<file path="config.mk">
export PLATFORM = sky130hd
export DESIGN_NAME = countdown_timer
export DESIGN_NICKNAME = d
export VERILOG_FILES = /design/src/rtl/countdown_timer_pkg.sv /design/src/rtl/countdown_timer.sv
export SDC_FILE = /design/constraint.sdc
export NUM_CORES = 1
export LEC_CHECK = 0
export CAP_MARGIN = 15
export CORE_ASPECT_RATIO = 1.5
export CORE_MARGIN = 4
export CORE_UTILIZATION = 46
export CTS_BUF_LIST = sky130_fd_sc_hd__clkbuf_8
export DETAILED_ROUTE_END_ITERATION = 16
export PLACE_DENSITY = 0.86
export SYNTH_ARGS = -nofsm -noshare
export SYNTH_HDL_FRONTEND = slang
export SYNTH_SLANG_ARGS = --single-unit
export TNS_END_PERCENT = 50
</file>
<file path="constraint.sdc">
create_clock -name clk -period 1.6 [get_ports clk]
set_input_delay 0.32 -clock clk [delete_from_list [all_inputs] [get_ports clk]]
set_output_delay 0.32 -clock clk [all_outputs]
set_load 0.05 [all_outputs]
</file>
<file path="src/rtl/countdown_timer_pkg.sv">
// countdown_timer_pkg: state encodings and default width shared by the counter family
package countdown_timer_pkg;
  localparam int DEF_WIDTH = 8;
  typedef enum logic {IDLE = 1'b0, RUN = 1'b1} state_t;
endpackage

</file>
<file path="src/rtl/countdown_timer.sv">
// countdown_timer: loadable down-counter with one-cycle terminal pulse and optional auto-reload
module countdown_timer
  import countdown_timer_pkg::*;
#(
  parameter int WIDTH = DEF_WIDTH
) (
  input  logic             clk,
  input  logic             rst_n,
  input  logic             st,
  input  logic [WIDTH-1:0] X,
  input  logic             en,
  input  logic             reload,
  output logic [WIDTH-1:0] o,
  output logic             busy,
  output logic             done
);
  state_t           r_state, w_state_nx;
  logic [WIDTH-1:0] r_o, r_ld, w_o_nx, w_ld_nx;
  logic             r_done, w_done_nx, w_adv, w_term;
  always_comb begin
    w_adv      = !st && (r_state == RUN) && en;
    // o<=1 rather than o==1 so a zero count can never be decremented
    w_term     = w_adv && (r_o <= WIDTH'(1));
    w_state_nx = st ? ((X == '0) ? IDLE : RUN) : (w_term && !reload) ? IDLE : r_state;
    w_o_nx     = st ? X : w_term ? (reload ? r_ld : '0) : w_adv ? r_o - WIDTH'(1) : r_o;
    w_ld_nx    = st ? X : r_ld;
    w_done_nx  = st ? (X == '0) : w_term;
  end
  always_ff @(posedge clk or negedge rst_n) begin
    if (!rst_n) begin
      r_state <= IDLE;
      r_o     <= '0;
      r_ld    <= '0;
      r_done  <= 1'b0;
    end else begin
      r_state <= w_state_nx;
      r_o     <= w_o_nx;
      r_ld    <= w_ld_nx;
      r_done  <= w_done_nx;
    end
  end
  assign o    = r_o;
  assign done = r_done;
  assign busy = (r_state == RUN);
endmodule

</file>
==> metrics.yaml, run 1 <==
critical_path:
  path_class: "reg -> reg"
  cp-start-kind: "flop"
  arrival_ns: 1.82
  cp_cell_sequence: "inv_2 -> ha_4 -> nor2_4 -> and4b_4 -> buf_12 -> nor2_4 -> a31oi_2 -> o21ai_1"
  r2r_cells: 8
  critical_path_depth: 8
  cp_slowest_cell: "dfrtp_2"
  end_kind: "flop"
  required_ns: 1.73
  crit_top_cell: "nor2_4"
  critPathMaxFanout: 6
  path_buf_inv: 2
  crit_family: "simple AND/OR/NAND/NOR gates"
  cp_slowest_stage_delay_ns: 0.44
synth:
  synth_flop_cell: "dfrtp_1"
  avgSynthCellArea_um2: 9.94
  ys_ff_latch: 18
  synth-edff-count: 0
  yosysWarnings: 0
  synth.net_count: 118
  async_flop_share_pct: 100
  syn-instance-count: 103
  ys_seq_area_share_pct: 44.0
  ys_types: 35
  netlist_area_mm2: 0.00102
sta:
  max_freq_ghz: 0.593
  worst_slack_ns: -0.0861
  setup_viol: 7
  final_hold_viol_count: 0
  worst_pin_slew_ns: 0.455
  period_needed_ns: 1.69
  timing.final.crit_share_pct: 105
  finClkSkew_ns: 0.00119
  grt_setup_unrepaired: "yes"
  slew_headroom_pct: 69.7
  holdWs_ns: 0.389
  slew_violations: 0
clock_network:
  insertion_delay_ns: 0.26
  cts_buffers: 3
  cts_tree: "yes"
  clockBufferDepth: 2
  clockRootBuffer: "clkbuf_8"
  hold_buffers: 0
  htree_levels: 1
  path_clk_slew_ns: 0.07
  clkSinkCount: 18
routing:
  vias: 1118
  drc_errors: 0
  wl_met3_um: 232
  drt-pass1-iter-count: 4
  wire_per_inst_um: 20.7
  met1_length_mm: 1.28
  drt-total-wl_mm: 3.58
  vias_per_cell: 6.46
  met2RoutedLength_mm: 1.83
  detail-route-antenna-nets: 0
  highest_layer: "met4"
  drt-initial-drc-count: 87
min_path:
  hold_path.class: "in -> async"
power:
  power_switching_mw: 0.535
  comb_power_share_pct: 40.4
  cellPowerDensity_mw_per_mm2: 913
  ir_drop_v: 0.000822
  swShare_pct: 33.8
  seq_power_share_pct: 36.0
  p_int_mw: 1.05
  p_clk_share_pct: 23.7
  total_power_mw: 1.58
  p_leak_nw: 0.723
placed_design:
  hpwl_mm: 2.27
  port-buffer-count: 22
  place_congestion: 0.870
  dpl_cell_area_mm2: 0.00155
die:
  dieArea_mm2: 0.00306
  initial_core_util_pct: 49.3
  die_y_um: 65.8
  core_area_mm2: 0.00208
  pin_count: 23
  die_x_um: 46.5
  num_rows: 20
flow_run:
  drv_cap: 0
finish:
  postLayoutCellArea_mm2: 0.00174
  drive_above_1_share_pct: 50.3
  area_delta_synth_final_pct: 69.7
  num_antenna_cells: 0
  fin_nets: 167
outcome:
  violations: "negative setup slack"
  outcome: "finished with violations"
grt:
  gr-total-overflow: 0
  antenna_found_initial: 0
  grt_pass1_wl_mm: 5.53
  grt_max_degree: 19
  gr-usage-all-layers_pct: 25.8
  grt_pass1_vias: 1142
[power by group through the flow]
| stage | sequential [mW] | combinational, mW | clock [mW] |
|---|---|---|---|
| after floorplan | 0.656 | 0.179 | 0 |
| after global placement | 0.567 | 0.531 | 0 |
| after detailed placement | 0.569 | 0.552 | 0 |
| after CTS | 0.565 | 0.609 | 0.377 |
| after global routing | 0.573 | 0.675 | 0.411 |
| final | 0.570 | 0.640 | 0.375 |
[placed cells by master (no fill, tap or decap), types with 3 or more instances in the layout]
cell type	netlist	layout
clkbuf_8	0	4
mux2_2	6	6
inv_1	5	3
buf_4	0	25
o21ai_1	9	9
dfrtp_1	18	11
dfrtp_2	0	7
buf_12	0	10
a21oi_1	4	3
clkdlybuf4s50_1	0	11
nor2_4	0	3
nand2_1	8	8
nor2_1	9	5
a22oi_1	5	5
[synthesized netlist by cell type, types with 3 or more instances]
library cell | n | area share [%]
a31oi_1 | 3 | 1.8
nand2_1 | 8 | 2.9
dfrtp_1 | 18 | 44
inv_1 | 5 | 1.8
mux2_2 | 6 | 6.6
clkbuf_1 | 3 | 1.1
o21ai_1 | 9 | 4.4
xnor2_1 | 4 | 3.4
a21oi_1 | 4 | 2.0
nor4_1 | 3 | 1.8
a22oi_1 | 5 | 3.7
nor2_1 | 9 | 3.3
[per-stage QoR]
step | setup TNS [ns] | setup WS (ns) | utilization, % | instances
final | -0.419 | -0.0861 | 83.6 | 173
after global routing | -0.912 | -0.126 | 83.6 | 173
after CTS | -0.0466 | -0.0377 | 82.6 | 173
after detailed placement | -2.88 | -0.343 | 74.8 | 165
after global placement | -2.42 | -0.300 | 74.8 | 165
after floorplan | -0.337 | -0.0875 | - | 103
[state kept, by name (all words and copies together), names as in the netlist]
name,count
done,1
o,8
busy,1
r_ld,8
[cell families (layout without fill, tap and decap cells)]
logic type                 Yosys count  count (layout)  share of synthesized area, %
DFF                                 18              18                          44.0
AOI/OAI and AO/OA                   28              28                          17.1
and+or+nand+nor                     35              35                          21.4
muxes                                7               7                          7.58
buffers and inverters                9              57                          4.03
xor gates and xnor gates             4               4                          3.42
adders and majority gates            2               2                          2.44
[routing by layer]
metal	vias to the layer above	track usage (%)
li1	479	-
met1	542	29.7
met2	69	40.7
met3	28	6.27
met4	0	16.4
met5	-	0
[cell type report]
| cell class | instances | area [um^2] |
|---|---|---|
| clock buffers | 4 | 55.1 |
| inverters | 5 | 18.8 |
| flip-flops and latches | 18 | 459 |
| well taps | 22 | 27.5 |
| multi-input cells | 76 | 658 |
| fillers | 107 | 340 |
| repair buffers | 48 | 518 |
[path summary, 6_finish.rpt]
kind | start | end | slack, ns
max in group asynchronous | rst_n | o[5] | 0.99
min | rst_n | busy | 0.39
max | o[0] | o[4] | -0.09
min in group clk | r_ld[7] | r_ld[7] | 0.52
min reg2reg | r_ld[7] | r_ld[7] | 0.52
max reg2reg | o[0] | o[4] | -0.09
[what timing repair did]
action                                  in CTS  in global routing
endpoints found under the setup margin       6                 10
gates resized for setup                     15                  5
pin swaps                                    9                  6
setup buffers                                4                  0
Note: power is estimated with default switching activity, not from simulation.
==> run 2, diff against run 1 <==
--- a/config.mk
+++ b/config.mk
@@ -11,7 +11,7 @@
 export CORE_UTILIZATION = 46
 export CTS_BUF_LIST = sky130_fd_sc_hd__clkbuf_8
 export DETAILED_ROUTE_END_ITERATION = 16
-export PLACE_DENSITY = 0.86
+export PLACE_DENSITY = 0.83
 export SYNTH_ARGS = -nofsm -noshare
 export SYNTH_HDL_FRONTEND = slang
 export SYNTH_SLANG_ARGS = --single-unit
==> run 2 against run 1 <==
Effect of this change: the flow still finishes with violations (negative setup slack); clock power rose by 2%; sequential share of layout area fell by 0.11 points; final cell count rose by 1.7%; sequential cell count did not move; critical path depth did not move; register-to-register slack improved by 0.02 ns; non-clock buffer count rose by 2; worst setup slack improved by 0.021 ns; fmax rose by 1.3%; clock skew rose by 0.0047 ns; power fell by 0.53%; largest cell class unchanged; largest power group unchanged.
==> metrics.yaml, run 2 (synthesis gave the netlist of run 1 again) <==
sta:
  slew_violations: 0
  timing.final.crit_share_pct: 104
  final_hold_viol_count: 0
  slew_headroom_pct: 79.1
  finClkSkew_ns: 0.00592
  period_needed_ns: 1.66
  worst_slack_ns: -0.0648
  grt_setup_unrepaired: "yes"
  worst_pin_slew_ns: 0.314
  max_freq_ghz: 0.601
  setup_viol: 7
die:
  die_x_um: 46.5
  core_area_mm2: 0.00208
  num_rows: 20
  initial_core_util_pct: 49.3
  dieArea_mm2: 0.00306
  pin_count: 23
  die_y_um: 65.8
placed_design:
  dpl_cell_area_mm2: 0.00155
  place_congestion: 0.937
  pre_cts_slack_ns: -0.299
  port-buffer-count: 22
  hpwl_mm: 2.28
clock_network:
  cts_tree: "yes"
  htree_levels: 1
  clkSinkCount: 18
  clockRootBuffer: "clkbuf_8"
  path_clk_slew_ns: 0.07
  clockBufferDepth: 2
  insertion_delay_ns: 0.26
  hold_buffers: 0
  cts_buffers: 3
finish:
  fin_nets: 170
  fill_cells: 102
  multiInputGateArea_um2: 661
  top_regs: "o x8, r_ld x8"
  final_common_cell: "buf_4"
  postLayoutCellArea_mm2: 0.00174
  regArea_um2: 459
  area_delta_synth_final_pct: 70.4
  final_cell_mix: "28 x buf_4, 11 x dfrtp_1, 10 x clkdlybuf4s50_1, 9 x o21ai_1, 9 x buf_12"
  num_antenna_cells: 0
  drive_above_1_share_pct: 50.6
routing:
  wire_per_inst_um: 21.5
  drt-total-wl_mm: 3.78
  detail-route-antenna-nets: 0
  drt-pass1-iter-count: 4
  vias: 1121
  vias_per_cell: 6.37
  drt-initial-drc-count: 65
  drc_errors: 0
grt:
  grt_max_degree: 19
  grt_pass1_wl_mm: 5.61
  grt_pass1_vias: 1106
  antenna_found_initial: 0
  gr-usage-all-layers_pct: 26.3
  gr-total-overflow: 0
min_path:
  hold_path.class: "in -> async"
power:
  ir_drop_v: 0.000741
  cellPowerDensity_mw_per_mm2: 904
  total_power_mw: 1.58
  p_leak_nw: 0.743
outcome:
  violations: "negative setup slack"
  outcome: "finished with violations"
critical_path:
  crit_family: "compound AO/OA/AOI/OAI gates"
  cp_slowest_cell: "dfrtp_2"
  cp_cell_sequence: "inv_2 -> ha_4 -> nor2_4 -> buf_4 -> nor4b_2 -> a21oi_1 -> o22ai_2 -> o31a_1"
  critical_path_depth: 8
  path_class: "reg -> reg"
  critPathMaxFanout: 4
  cp_slowest_stage_delay_ns: 0.45
  end_kind: "flop"
  r2r_cells: 8
  arrival_ns: 1.87
  path_buf_inv: 2
  cp-start-kind: "flop"
  required_ns: 1.80
flow_run:
  drv_cap: 0
## run 2: cell types whose count changed in the layout (fill, tap and decap cells not counted), moves of 2 or more
cell and change:
buf_4 +3, nor2_4 -2, nor4_4 +2, xnor2_1 +2, xnor2_2 -2
## run 2: power by group
part,switching [mW],internal (mW),total (mW)
sequential,0.0586,0.505,0.563
clock,0.163,0.219,0.382
combinational,0.320,0.311,0.631
total,0.541,1.03,1.58
## run 2: worst paths after layout
| path | from | to | slack, ns |
|---|---|---|---|
| worst max-delay path | o[0] | o[6] | -0.06 |
| worst min-delay path | rst_n | r_ld[6] | 0.38 |
| worst max register to register | o[0] | o[6] | -0.06 |
| worst min register to register | r_ld[3] | r_ld[3] | 0.51 |
| max in group asynchronous | rst_n | o[4] | 0.99 |
| min in group clk | r_ld[3] | r_ld[3] | 0.51 |
## run 2: area by class of cell
cell class                      count  area share, %
Clock buffer                        4           3.16
Inverter                            5           1.08
Multi-Input combinational cell     77           37.9
Sequential cell                    18           26.3
Tap cell                           22           1.58
Timing Repair Buffer               50           30.0
## run 2: per-stage QoR
stage,hold slack [ns],utilization [%],cells,setup TNS (ns)
3_3_place_gp,0.492,74.5,166,-1.90
4_1_cts,0.397,79.8,173,0
5_1_grt,0.424,84.0,176,-0.806
3_5_place_dp,0.497,74.5,166,-2.28
6_report,0.384,84.0,176,-0.279
2_1_floorplan,0.0244,-,103,-0.337
## run 2: what timing repair did
action	CTS	global route
gates cloned	1	0
pin swaps	4	5
endpoints found under the setup margin	5	9
buffers inserted	2	3
gates resized for setup	6	14
## run 2: metal layers
layer	track usage (%)	vias to the layer above	part of all wire [%]
li1	-	484	-
met1	31.0	552	36
met2	44.1	63	52
met3	4.09	22	6.3
met4	13.2	0	5.4
met5	0	-	0
==> run 3, diff against run 2 <==
--- a/config.mk
+++ b/config.mk
@@ -8,10 +8,11 @@
 export CAP_MARGIN = 15
 export CORE_ASPECT_RATIO = 1.5
 export CORE_MARGIN = 4
-export CORE_UTILIZATION = 46
+export CORE_UTILIZATION = 51
 export CTS_BUF_LIST = sky130_fd_sc_hd__clkbuf_8
 export DETAILED_ROUTE_END_ITERATION = 16
-export PLACE_DENSITY = 0.83
+export PLACE_DENSITY = 0.87
+export SETUP_SLACK_MARGIN = 0.1
 export SYNTH_ARGS = -nofsm -noshare
 export SYNTH_HDL_FRONTEND = slang
 export SYNTH_SLANG_ARGS = --single-unit
==> constraint.sdc (replaced) <==
create_clock -name clk -period 1.8 [get_ports clk]
set_input_delay 0.36 -clock clk [delete_from_list [all_inputs] [get_ports clk]]
set_output_delay 0.36 -clock clk [all_outputs]
set_load 0.05 [all_outputs]
==> run 3 against run 2 <==
Effect of this change: the flow now finishes without violations; sequential share of layout area increased by 4.8 points; critical path depth unchanged; routed wire length decreased by 25%; sequential power decreased by 9.6%; utilization decreased by 5.9 points; via count decreased by 11%; global-route usage decreased by 5.9 points; clock-buffer cell count unchanged; worst hold slack improved by 0.035 ns; combinational power decreased by 37%; critical endpoint is now o[3]; largest power group is now registers; highest routed layer unchanged.
==> metrics.yaml, run 3 (synthesis gave the netlist of run 1 again) <==
min_path:
  hold_path.class: "in -> async"
critical_path:
  cp-start-kind: "flop"
  cp_slowest_cell: "dfrtp_2"
  r2r_cells: 8
  cp_slowest_stage_delay_ns: 0.44
  r2r-start: "o[1]"
  arrival_ns: 1.80
  rrSetupSlack_ns: 0.14
  r2r_end: "o[3]"
  crit_family: "simple AND/OR/NAND/NOR gates"
  critPathMaxFanout: 8
  path_class: "reg -> reg"
  cp_cell_sequence: "inv_2 -> ha_4 -> nor2_4 -> and4b_4 -> buf_4 -> nor2_1 -> a31oi_1 -> o21ai_1"
  required_ns: 1.94
  path_buf_inv: 2
  end_kind: "flop"
die:
  die_x_um: 44.6
  dieArea_mm2: 0.00280
  initial_core_util_pct: 54.5
  die_y_um: 62.9
  num_rows: 19
  core_area_mm2: 0.00188
  pin_count: 23
placed_design:
  pre_cts_slack_ns: -0.137
  port-buffer-count: 22
  hpwl_mm: 1.97
  placed_cells: 157
  place_congestion: 0.856
  dpl_cell_area_mm2: 0.00135
outcome:
  outcome: "completed"
finish:
  regArea_um2: 457
  multiInputGateArea_um2: 574
  fill_cells: 116
  finalNonFillerCells: 164
  area_delta_synth_final_pct: 43.3
  top_regs: "o x8, r_ld x8"
  final_cell_mix: "28 x buf_4, 13 x dfrtp_1, 10 x clkdlybuf4s50_1, 9 x o21ai_1"
  fin_nets: 159
  num_antenna_cells: 0
  final_core_util_pct: 78.1
  postLayoutCellArea_mm2: 0.00147
  final_common_cell: "buf_4"
  drive_above_1_share_pct: 37.1
grt:
  grt_max_degree: 19
  grt_pass1_vias: 910
  antenna_found_initial: 0
  gr-total-overflow: 0
  grt_pass1_wl_mm: 4.33
  gr-usage-all-layers_pct: 20.5
sta:
  max_freq_ghz: 0.602
  grt_setup_unrepaired: "yes"
  period_needed_ns: 1.66
  tns_ns: 0
  finClkSkew_ns: 0.00401
  slew_violations: 0
  final_hold_viol_count: 0
  setup_viol: 0
  slew_headroom_pct: 74.9
  timing.final.crit_share_pct: 92.3
  worst_slack_ns: 0.139
  holdWs_ns: 0.419
  worst_pin_slew_ns: 0.372
power:
  p_leak_nw: 0.641
  cellPowerDensity_mw_per_mm2: 843
  ir_drop_v: 0.000683
  total_power_mw: 1.24
routing:
  drt-total-wl_mm: 2.85
  drc_errors: 0
  vias: 1001
  wire_per_inst_um: 17.4
  drt-initial-drc-count: 50
  vias_per_cell: 6.10
  detail-route-antenna-nets: 0
  drt-pass1-iter-count: 4
clock_network:
  htree_levels: 1
  clockRootBuffer: "clkbuf_8"
  clkSinkCount: 18
  insertion_delay_ns: 0.26
  cts_tree: "yes"
  clockBufferDepth: 2
  cts_buffers: 3
  hold_buffers: 0
  path_clk_slew_ns: 0.07
flow_run:
  drv_cap: 0
## run 3: worst max path at each step
stage | from | end | slack [ns] | cells after the start
after floorplan | o[1] | o[6] | 0.07 | 7
after global placement | st | o[6] | -0.1 | 6
after detailed placement | st | o[6] | -0.14 | 6
after CTS | o[0] | o[6] | 0.12 | 7
after global routing | o[3] | o[2] | 0.08 | 6
final | o[1] | o[3] | 0.14 | 8
## run 3: area by class of cell
cell class	count	share of cell area, %
Clock buffer	4	3.75
Tap cell	21	1.79
Timing Repair Buffer	40	22.9
Multi-Input combinational cell	76	39.2
Inverter	5	1.28
Sequential cell	18	31.1
## run 3: metal layers
| metal | track usage [%] | part of all wire [%] |
|---|---|---|
| met4 | 6.79 | 2.0 |
| met1 | 26.9 | 39 |
| met3 | 2.88 | 7.7 |
| met2 | 33.3 | 51 |
| met5 | 0 | 0 |
## run 3: repair_timing
| item | in CTS | in global routing |
|---|---|---|
| setup endpoints to repair | 1 | 3 |
| gates resized for setup | 1 | 6 |
| pin swaps | 0 | 4 |
| setup buffers | 0 | 3 |
## run 3: power breakdown
group	internal, mW	switching, mW
clock network	0.194	0.136
registers	0.448	0.0607
logic	0.178	0.219
total	0.821	0.416
